===== config.mk =====
export PLATFORM = sky130hd
export DESIGN_NAME = zynq_axi_burst_initiator
export DESIGN_NICKNAME = d
export VERILOG_FILES = /design/src/rtl/zynq_axi_burst_initiator_pkg.sv /design/src/rtl/zynq_axi_init_watchdog.sv /design/src/rtl/zynq_axi_burst_initiator.sv
export SDC_FILE = /design/constraint.sdc
export NUM_CORES = 1
export LEC_CHECK = 0
export BUFFER_PORTS_ARGS = -buffer_cell sky130_fd_sc_hd__buf_2
export CORE_AREA = 3 3 176 178
export DETAILED_ROUTE_END_ITERATION = 8
export DIE_AREA = 0 0 179 181
export GPL_ROUTABILITY_DRIVEN = 0
export GPL_TIMING_DRIVEN = 1
export SETUP_SLACK_MARGIN = 0.15
export SYNTH_ARGS = -nofsm -noshare
export SYNTH_HDL_FRONTEND = slang
export SYNTH_SLANG_ARGS = --single-unit

===== constraint.sdc =====
create_clock -name m00_axi_aclk -period 2.15 [get_ports m00_axi_aclk]
set_input_delay 0.43 -clock m00_axi_aclk [delete_from_list [all_inputs] [get_ports m00_axi_aclk]]
set_output_delay 0.43 -clock m00_axi_aclk [all_outputs]
set_load 0.02 [all_outputs]

===== src/rtl/zynq_axi_burst_initiator_pkg.sv =====
// zynq_axi_burst_initiator_pkg: FSM state, AXI burst/response encodings and counter sizing shared by the initiator.
package zynq_axi_burst_initiator_pkg;
  typedef enum logic [2:0] {IDLE, RADDR, RDATA, WADDR, WDATA, WRESP, DONE} state_e;
  localparam logic [1:0] BURST_INCR  = 2'b01;
  localparam logic [1:0] RESP_OKAY   = 2'b00;
  localparam logic [1:0] RESP_SLVERR = 2'b10;
  localparam logic [1:0] RESP_DECERR = 2'b11;
  localparam int BEAT_W = 4;
  function automatic logic [2:0] axi_size(input int data_width);
    return 3'($clog2(data_width / 8));
  endfunction
endpackage


===== src/rtl/zynq_axi_init_watchdog.sv =====
// zynq_axi_init_watchdog: 16-bit stall counter; fires on the cycle the count reaches 0xFFFF.
module zynq_axi_init_watchdog (
  input  logic clk_i,
  input  logic rst_ni,
  input  logic active_i,
  input  logic kick_i,
  output logic timeout_o
);
  logic [15:0] cnt_q, cnt_d;
  assign cnt_d = (!active_i || kick_i) ? 16'd0 : cnt_q + 16'd1;
  assign timeout_o = cnt_d == 16'hFFFF;
  always_ff @(posedge clk_i or negedge rst_ni)
    if (!rst_ni) cnt_q <= '0;
    else cnt_q <= cnt_d;
endmodule


===== src/rtl/zynq_axi_burst_initiator.sv =====
// zynq_axi_burst_initiator: single-outstanding AXI4 INCR burst master driven by a simple command/beat interface.
// Define ZYNQ_AXI_INIT_TIMEOUT_EN to add a stall watchdog that forces an erroring completion.
module zynq_axi_burst_initiator
  import zynq_axi_burst_initiator_pkg::*;
#(
  parameter int axi_addr_width_p = 32,
  parameter int axi_data_width_p = 64,
  parameter int axi_id_width_p   = 6,
  parameter int axi_burst_len_p  = 8
) (
  input  logic                          m00_axi_aclk,
  input  logic                          m00_axi_aresetn,
  input  logic                          cmd_v_i,
  output logic                          cmd_ready_o,
  input  logic                          cmd_w_i,
  input  logic [axi_addr_width_p-1:0]   cmd_addr_i,
  input  logic                          wdata_v_i,
  output logic                          wdata_ready_o,
  input  logic [axi_data_width_p-1:0]   wdata_i,
  output logic                          rdata_v_o,
  input  logic                          rdata_yumi_i,
  output logic [axi_data_width_p-1:0]   rdata_o,
  output logic                          done_v_o,
  output logic                          err_o,
  output logic [axi_id_width_p-1:0]     m00_axi_awid_o,
  output logic [axi_addr_width_p-1:0]   m00_axi_awaddr_o,
  output logic [3:0]                    m00_axi_awlen_o,
  output logic [2:0]                    m00_axi_awsize_o,
  output logic [1:0]                    m00_axi_awburst_o,
  output logic                          m00_axi_awlock_o,
  output logic [3:0]                    m00_axi_awcache_o,
  output logic [2:0]                    m00_axi_awprot_o,
  output logic [3:0]                    m00_axi_awqos_o,
  output logic                          m00_axi_awvalid_o,
  input  logic                          m00_axi_awready_i,
  output logic [axi_data_width_p-1:0]   m00_axi_wdata_o,
  output logic [axi_data_width_p/8-1:0] m00_axi_wstrb_o,
  output logic                          m00_axi_wlast_o,
  output logic                          m00_axi_wvalid_o,
  input  logic                          m00_axi_wready_i,
  input  logic [axi_id_width_p-1:0]     m00_axi_bid_i,
  input  logic [1:0]                    m00_axi_bresp_i,
  input  logic                          m00_axi_bvalid_i,
  output logic                          m00_axi_bready_o,
  output logic [axi_id_width_p-1:0]     m00_axi_arid_o,
  output logic [axi_addr_width_p-1:0]   m00_axi_araddr_o,
  output logic [3:0]                    m00_axi_arlen_o,
  output logic [2:0]                    m00_axi_arsize_o,
  output logic [1:0]                    m00_axi_arburst_o,
  output logic                          m00_axi_arlock_o,
  output logic [3:0]                    m00_axi_arcache_o,
  output logic [2:0]                    m00_axi_arprot_o,
  output logic [3:0]                    m00_axi_arqos_o,
  output logic                          m00_axi_arvalid_o,
  input  logic                          m00_axi_arready_i,
  input  logic [axi_id_width_p-1:0]     m00_axi_rid_i,
  input  logic [axi_data_width_p-1:0]   m00_axi_rdata_i,
  input  logic [1:0]                    m00_axi_rresp_i,
  input  logic                          m00_axi_rlast_i,
  input  logic                          m00_axi_rvalid_i,
  output logic                          m00_axi_rready_o
);
  localparam logic [BEAT_W-1:0] last_beat = BEAT_W'(axi_burst_len_p - 1);
  state_e                      state_q;
  logic [axi_addr_width_p-1:0] addr_q;
  logic [BEAT_W-1:0]           beat_q;
  logic                        err_q;
  logic                        aw_hs, w_hs, b_hs, ar_hs, r_hs, at_last, timeout;
  logic                        unused_ids;
  assign unused_ids = ^{m00_axi_bid_i, m00_axi_rid_i};
  assign at_last = beat_q == last_beat;
  assign cmd_ready_o       = m00_axi_aresetn && state_q == IDLE;
  assign m00_axi_awid_o    = '0;
  assign m00_axi_awaddr_o  = addr_q;
  assign m00_axi_awlen_o   = last_beat;
  assign m00_axi_awsize_o  = axi_size(axi_data_width_p);
  assign m00_axi_awburst_o = BURST_INCR;
  assign m00_axi_awlock_o  = 1'b0;
  assign m00_axi_awcache_o = '0;
  assign m00_axi_awprot_o  = '0;
  assign m00_axi_awqos_o   = '0;
  assign m00_axi_awvalid_o = state_q == WADDR;
  assign m00_axi_wdata_o   = wdata_i;
  assign m00_axi_wstrb_o   = '1;
  assign m00_axi_wlast_o   = state_q == WDATA && at_last;
  assign m00_axi_wvalid_o  = state_q == WDATA && wdata_v_i;
  assign wdata_ready_o     = state_q == WDATA && m00_axi_wready_i;
  assign m00_axi_bready_o  = state_q == WRESP;
  assign m00_axi_arid_o    = '0;
  assign m00_axi_araddr_o  = addr_q;
  assign m00_axi_arlen_o   = last_beat;
  assign m00_axi_arsize_o  = axi_size(axi_data_width_p);
  assign m00_axi_arburst_o = BURST_INCR;
  assign m00_axi_arlock_o  = 1'b0;
  assign m00_axi_arcache_o = '0;
  assign m00_axi_arprot_o  = '0;
  assign m00_axi_arqos_o   = '0;
  assign m00_axi_arvalid_o = state_q == RADDR;
  assign m00_axi_rready_o  = state_q == RDATA && rdata_yumi_i;
  assign rdata_v_o         = state_q == RDATA && m00_axi_rvalid_i;
  assign rdata_o           = m00_axi_rdata_i;
  assign done_v_o          = state_q == DONE;
  assign err_o             = state_q == DONE && err_q;
  assign aw_hs = m00_axi_awvalid_o && m00_axi_awready_i;
  assign w_hs  = m00_axi_wvalid_o && m00_axi_wready_i;
  assign b_hs  = m00_axi_bready_o && m00_axi_bvalid_i;
  assign ar_hs = m00_axi_arvalid_o && m00_axi_arready_i;
  assign r_hs  = m00_axi_rready_o && m00_axi_rvalid_i;
`ifdef ZYNQ_AXI_INIT_TIMEOUT_EN
  zynq_axi_init_watchdog u_watchdog (
    .clk_i     (m00_axi_aclk),
    .rst_ni    (m00_axi_aresetn),
    .active_i  (state_q != IDLE && state_q != DONE),
    .kick_i    (aw_hs || w_hs || b_hs || ar_hs || r_hs),
    .timeout_o (timeout)
  );
`else
  assign timeout = 1'b0;
`endif
  always_ff @(posedge m00_axi_aclk or negedge m00_axi_aresetn)
    if (!m00_axi_aresetn) begin
      state_q <= IDLE;
      addr_q  <= '0;
      beat_q  <= '0;
      err_q   <= 1'b0;
    end else if (timeout) begin
      state_q <= DONE;
      err_q   <= 1'b1;
    end else
      case (state_q)
        IDLE: if (cmd_v_i) begin
          addr_q  <= cmd_addr_i;
          beat_q  <= '0;
          err_q   <= 1'b0;
          state_q <= cmd_w_i ? WADDR : RADDR;
        end
        RADDR: if (ar_hs) state_q <= RDATA;
        // A misplaced or missing rlast is flagged, but only rlast ends the burst.
        RDATA: if (r_hs) begin
          err_q  <= err_q | (m00_axi_rresp_i != RESP_OKAY) | (m00_axi_rlast_i != at_last);
          beat_q <= m00_axi_rlast_i ? '0 : at_last ? beat_q : beat_q + 1'b1;
          if (m00_axi_rlast_i) state_q <= DONE;
        end
        WADDR: if (aw_hs) state_q <= WDATA;
        WDATA: if (w_hs) begin
          beat_q <= at_last ? '0 : beat_q + 1'b1;
          if (at_last) state_q <= WRESP;
        end
        WRESP: if (b_hs) begin
          err_q   <= m00_axi_bresp_i != RESP_OKAY;
          state_q <= DONE;
        end
        default: state_q <= IDLE;
      endcase
endmodule

Word level (Yosys, flattened, before mapping)
Index checks and enable logic that the tools add are counted.
{ "word_totals": {"reg_bits": 40, "inputBits": 188, "out_inout_bits": 265, "word_cells": 66} }
{ "classes": {"add_sub_neg": 1, "eq_ne": 17, "mux": 21, "n_bitwise": 2, "n_reduce_logical": 21} }
{ "ops": {"columns": ["cell", "count"], "rows": [
  ["$mux 3", 8],
  ["$mux 4", 6],
  ["$pmux 3 s6", 1],
  ["$logic_and 1x1->1", 12],
  ["$pmux 4 s3", 1],
  ["$ne 2x2->1 const B", 5],
  ["$eq 3x3->1 const B", 3],
  ["$reduce_and 8->1", 1],
  ["$eq 3x2->1 const B", 2],
  ["$ne 2x1->1 const B", 3],
  ["$reduce_bool 3->1", 2],
  ["$reduce_and 5->1", 1],
  ["$add 4x1->4 const B", 1],
  ["$eq 4x3->1 const B", 1],
  ["$reduce_and 4->1", 1],
  ["$reduce_bool 2->1", 2],
  ["$eq 3x1->1 const B", 1],
  ["$logic_not 3->1", 1],
  ["$mux 1", 3],
  ["$ne 3x3->1 const B", 1],
  ["$pmux 1 s3", 1],
  ["$mux 2", 1],
  ["$or 1x1->1", 2],
  ["$reduce_and 2->1", 1],
  ["$ne 1x1->1", 1]
]} }

Logic depth before layout (Yosys ltp)
{ "logic_depth": {"depth_word": 5, "mapped_depth": 8, "ltp_nobuf": 8} }

Worst setup path after synthesis
OpenSTA, ideal clock, no wires.
{ "synth_path": {"kind": "reg-to-reg", "startpoint": "reg beat_q[0]", "endpoint": "reg beat_q[3]", "setup_ps": 121, "arrival_time_ps": 1821, "t_required_ps": 2029, "path_slack_ps": 208, "stages_incl_launch_ff": 9, "n_path_buf": 0, "synth_period_minus_slack_ps": 1942, "path_cell_list": "dfrtp_1 ha_1 nand3b_1 inv_1 ha_1 o21ai_0 o311ai_1 or2_1 a22o_1"} }
{ "synth_between": {"elab_chain_len": 5, "word_cells_on_any_way": 10, "cone_classes": "add/sub: 1; eq/ne: 2; mux: 6; reduce/logical: 1"} }
{ "synth_lines": {"columns": ["item", "line", "source"], "rows": [
  ["start: declaration", "zynq_axi_burst_initiator.sv:66", "logic [BEAT_W-1:0] beat_q;"],
  ["start signal: assignment", "zynq_axi_burst_initiator.sv:141", "beat_q <= m00_axi_rlast_i ? '0 : at_last ? beat_q : beat_q + 1'b1;"],
  ["start signal: assignment", "zynq_axi_burst_initiator.sv:146", "beat_q <= at_last ? '0 : beat_q + 1'b1;"],
  ["$add 4x1->4", "zynq_axi_burst_initiator.sv:141, zynq_axi_burst_initiator.sv:146", null],
  ["$mux 4 (2 in a row)", "zynq_axi_burst_initiator.sv:141", null],
  ["$mux 4", "zynq_axi_burst_initiator.sv:139", "RDATA: if (r_hs) begin"],
  ["$pmux 4 s3", "zynq_axi_burst_initiator.sv:130", "case (state_q)"]
]} }
Parallel ways exist; a longest one is shown, timed or not. The select of a mux whose other input is x is not followed.
A chain may end at the register's enable or synchronous reset.

Worst setup path after layout
Ends and elaborated chain as after synthesis.

==> summary.md <==
| Metric | Value |
|---|---|
| Status | completed |
| Global Route Usage Sum | 5.658% |
| Final WL | 9.927 mm |
| Final Cell Area | 0.003553 mm^2 |
| Routed len/inst | 13.45 um |
| Fin crit period | 1.949 ns |
| Vias | 2093 |
| Static leakage | 1.697 nW |
| Worst r2r path cells | 8 |
| Adder-cell share of the synthesized area | 0.7008% |
| Top_reg_cell synth | dfrtp_1 |
| DR DRC count | 0 |
| Crit. End Element | flip-flop |
| CP arrival | 2.14 ns |
| CP required | 2.34 ns |
| Fmax | 0.5130 GHz |
| Clock slew at reported path FFs | 0.07 ns |
| Total Power | 5.397 mW |
| Post-DRT Antenna Nets | 0 |
| Area grow syn2layout | -0.4905% |
| Finished Core Util | 12.02% |
| Crit Path Category | reg2reg |
| Via-per-instance ratio | 2.836 |
| First-pass GRT wire length | 12.68 mm |
| Synth Area in Compound Gates | 5.291% |
| Num CTS Buffers | 5 |
| Slew Limit Fails | 0 |
| Post-synth EDFFs | 0 |
| Post-Synth XOR/XNOR Area | 0% |
| Min-delay worst type | in2async |
| Crit path to | beat_q[3] |
| Post-synthesis cell type count | 45 |
| #FFs+latches synth | 40 |
| Antenna cells | 0 |
| Core Box Area | 0.02956 mm^2 |
| Clk buf depth | 2 |
| DRT Pass-1 Iters | 4 |
| RSZ-0062 raised after global routing | true |
| Crit path launch type | flip-flop |
| Buf+Inv Stages, Crit Path | 1 |
| Final TNS setup | 0 ns |
| Sequential share of the synthesized area | 28.03% |
| Grt ovf | 0 |
| Fin. Hold Viols | 0 |
| Die Y | 181 um |
| Clock Skews | 0.004351 ns |
| Post-CTS Hold Buffers | 0 |
| Post-synthesis async set-or-reset flop share | 100.0% |
| Worst r2r src | beat_q[0] |
| PD cells | 1519 mW/mm^2 |
| TritonCTS clock tree | yes |
| Layout cell share with drive strength beyond 1 | 56.61% |
| Initial antenna violation count | 0 |
| Max FO, Critical Path | 4 |
| Max_cap viols | 0 |
| YS warnings | 0 |
| CP startpoint | beat_q[0] |
| Vias in the first global route | 1841 |
| Full die area | 0.03240 mm^2 |
| Post-DP Area | 0.003261 mm^2 |
| Die width | 179 um |
| Initial Utilization | 12.08% |
| Main combinational cell family by area after synthesis | buffers and inverters |
| CP Depth | 8 |
| Worst Tran Pin Value | 0.6165 ns |
| CTS sink count | 40 |
| Port bufs | 122 |
| Cell Chain, Critical Path | ha_2, nand3b_1, inv_1, ha_1, o21ai_2, o311ai_4, or2_4, a22o_1 |
| H-tree levels | 2 |
| CTS root buf | clkbuf_16 |
| Worst IR Drop VDD | 0.5771 mV |
| Slowest CP cell | dfrtp_1 |
| Top cell family by delay on the critical path | compound AO/OA/AOI/OAI gates |
| Final nets | 537 |
| Largest net degree at the start of global routing | 41 |
| Post-synthesis cell area | 0.003571 mm^2 |
| Syn_area_per_cell | 9.625 um^2 |
| Reg2reg end | beat_q[3] |
| Num rows | 63 |
| IO Pins | 453 |
| Final setup violation count | 0 |
| Slew headroom | 58.90% |
| HPWL after DPL | 7.984 mm |
| FF-to-FF setup slack | 0.20 ns |
| Critical path's largest stage delay | 0.42 ns |
| Final Cycle Share | 90.67% |
| Mux cell area share after synthesis | 11.04% |
| Worst-skew pair later-pin latency | 0.30 ns |
| Drt first-iter violations | 26 |
| Simple-Gate Fraction of Synth Area | 6.132% |
| Mapped Cells | 371 |
[how the worst min path moves through the flow]
stage / cells after the start / endpoint / slack (ns)
2_1_floorplan: 0 / beat_q[0] / 0.13
3_3_place_gp: 1 / m00_axi_araddr_o[31] / 0.50
3_5_place_dp: 1 / m00_axi_araddr_o[11] / 0.51
4_1_cts: 2 / m00_axi_araddr_o[2] / 0.32
5_1_grt: 2 / m00_axi_araddr_o[18] / 0.34
6_report: 2 / m00_axi_araddr_o[8] / 0.30
[placed cells by master (no fill, tap or decap), drive strengths merged, types with 2 or more instances in the layout]
cell / n
buf: 138
conb: 62
dfrtp: 40
mux2: 35
clkbuf: 8
and2: 6
nand2: 5
nor2: 4
o21ai: 4
inv: 3
nor3: 3
and3: 3
a21oi: 3
nand3: 2
nand2b: 2
nor3b: 2
a21boi: 2
o31ai: 2
ha: 2
[repair_timing]
action                     in CTS  in global routing
resized for setup               4                  9
setup endpoints to repair       7                  7
pin swaps                       2                  5
setup buffers                   1                  8
[layout make-up]
cell class | instances | area [um^2]
Multi-Input combinational cell | 157 | 1100
Timing Repair Buffer | 139 | 763.2
Clock buffer | 7 | 152.6
Tap cell | 390 | 488.0
Inverter | 4 | 15.01
Fill cell | 3385 | 26010
Clock inverter | 1 | 30.03
Sequential cell | 40 | 1005
[report_power, final]
group,switching [mW],internal (mW)
clock network,0.356,0.613
logic,1.78,1.22
registers,0.302,1.12
[cell families (layout without fill, tap and decap cells)]
group | Yosys count | count (layout)
muxes | 35 | 35
other | 2 | 62
adders and majority gates | 2 | 2
AOI/OAI and AO/OA | 23 | 23
DFF | 40 | 40
and+or+nand+nor | 35 | 35
buffers and inverters | 234 | 151
[routing by layer]
layer  GRT usage [%]  up-vias  share of wire, %
li1                -      877                 -
met1           4.832      938                29
met2           7.940      187                43
met3           4.098       89                17
met4           6.203        2                11
met5           1.235        -              0.54
[through the flow]
stage                     setup slack (ns)  hold WS (ns)  instances
final                               0.2005        0.2956        738
after global routing               0.08356        0.3399        738
after global placement              0.1368        0.5008        721
after detailed placement            0.1333        0.5132        721
after floorplan                     0.2079        0.1344        431
after CTS                           0.1592        0.3222        730
[Yosys cell counts (2+ instances only)]
cell,number,share of area (%)
a21oi_1,3,0.42
and2_1,6,1.1
and3_1,3,0.53
buf_4,226,48
clkbuf_1,2,0.21
conb_1,2,0.21
dfrtp_1,40,28
ha_1,2,0.70
inv_1,3,0.32
mux2_2,34,11
nand2_1,5,0.53
nand2b_1,2,0.35
nand3_1,2,0.28
nor2_1,4,0.42
nor3_1,3,0.42
o21ai_0,4,0.56
o31ai_1,2,0.42
[state kept, by name, indices dropped and copies added, names as in the netlist]
signal	cells
state_q	3
beat_q	4
m00_axi_araddr_o	32
err_q	1
No activity file was read; power rests on OpenSTA's default activity.
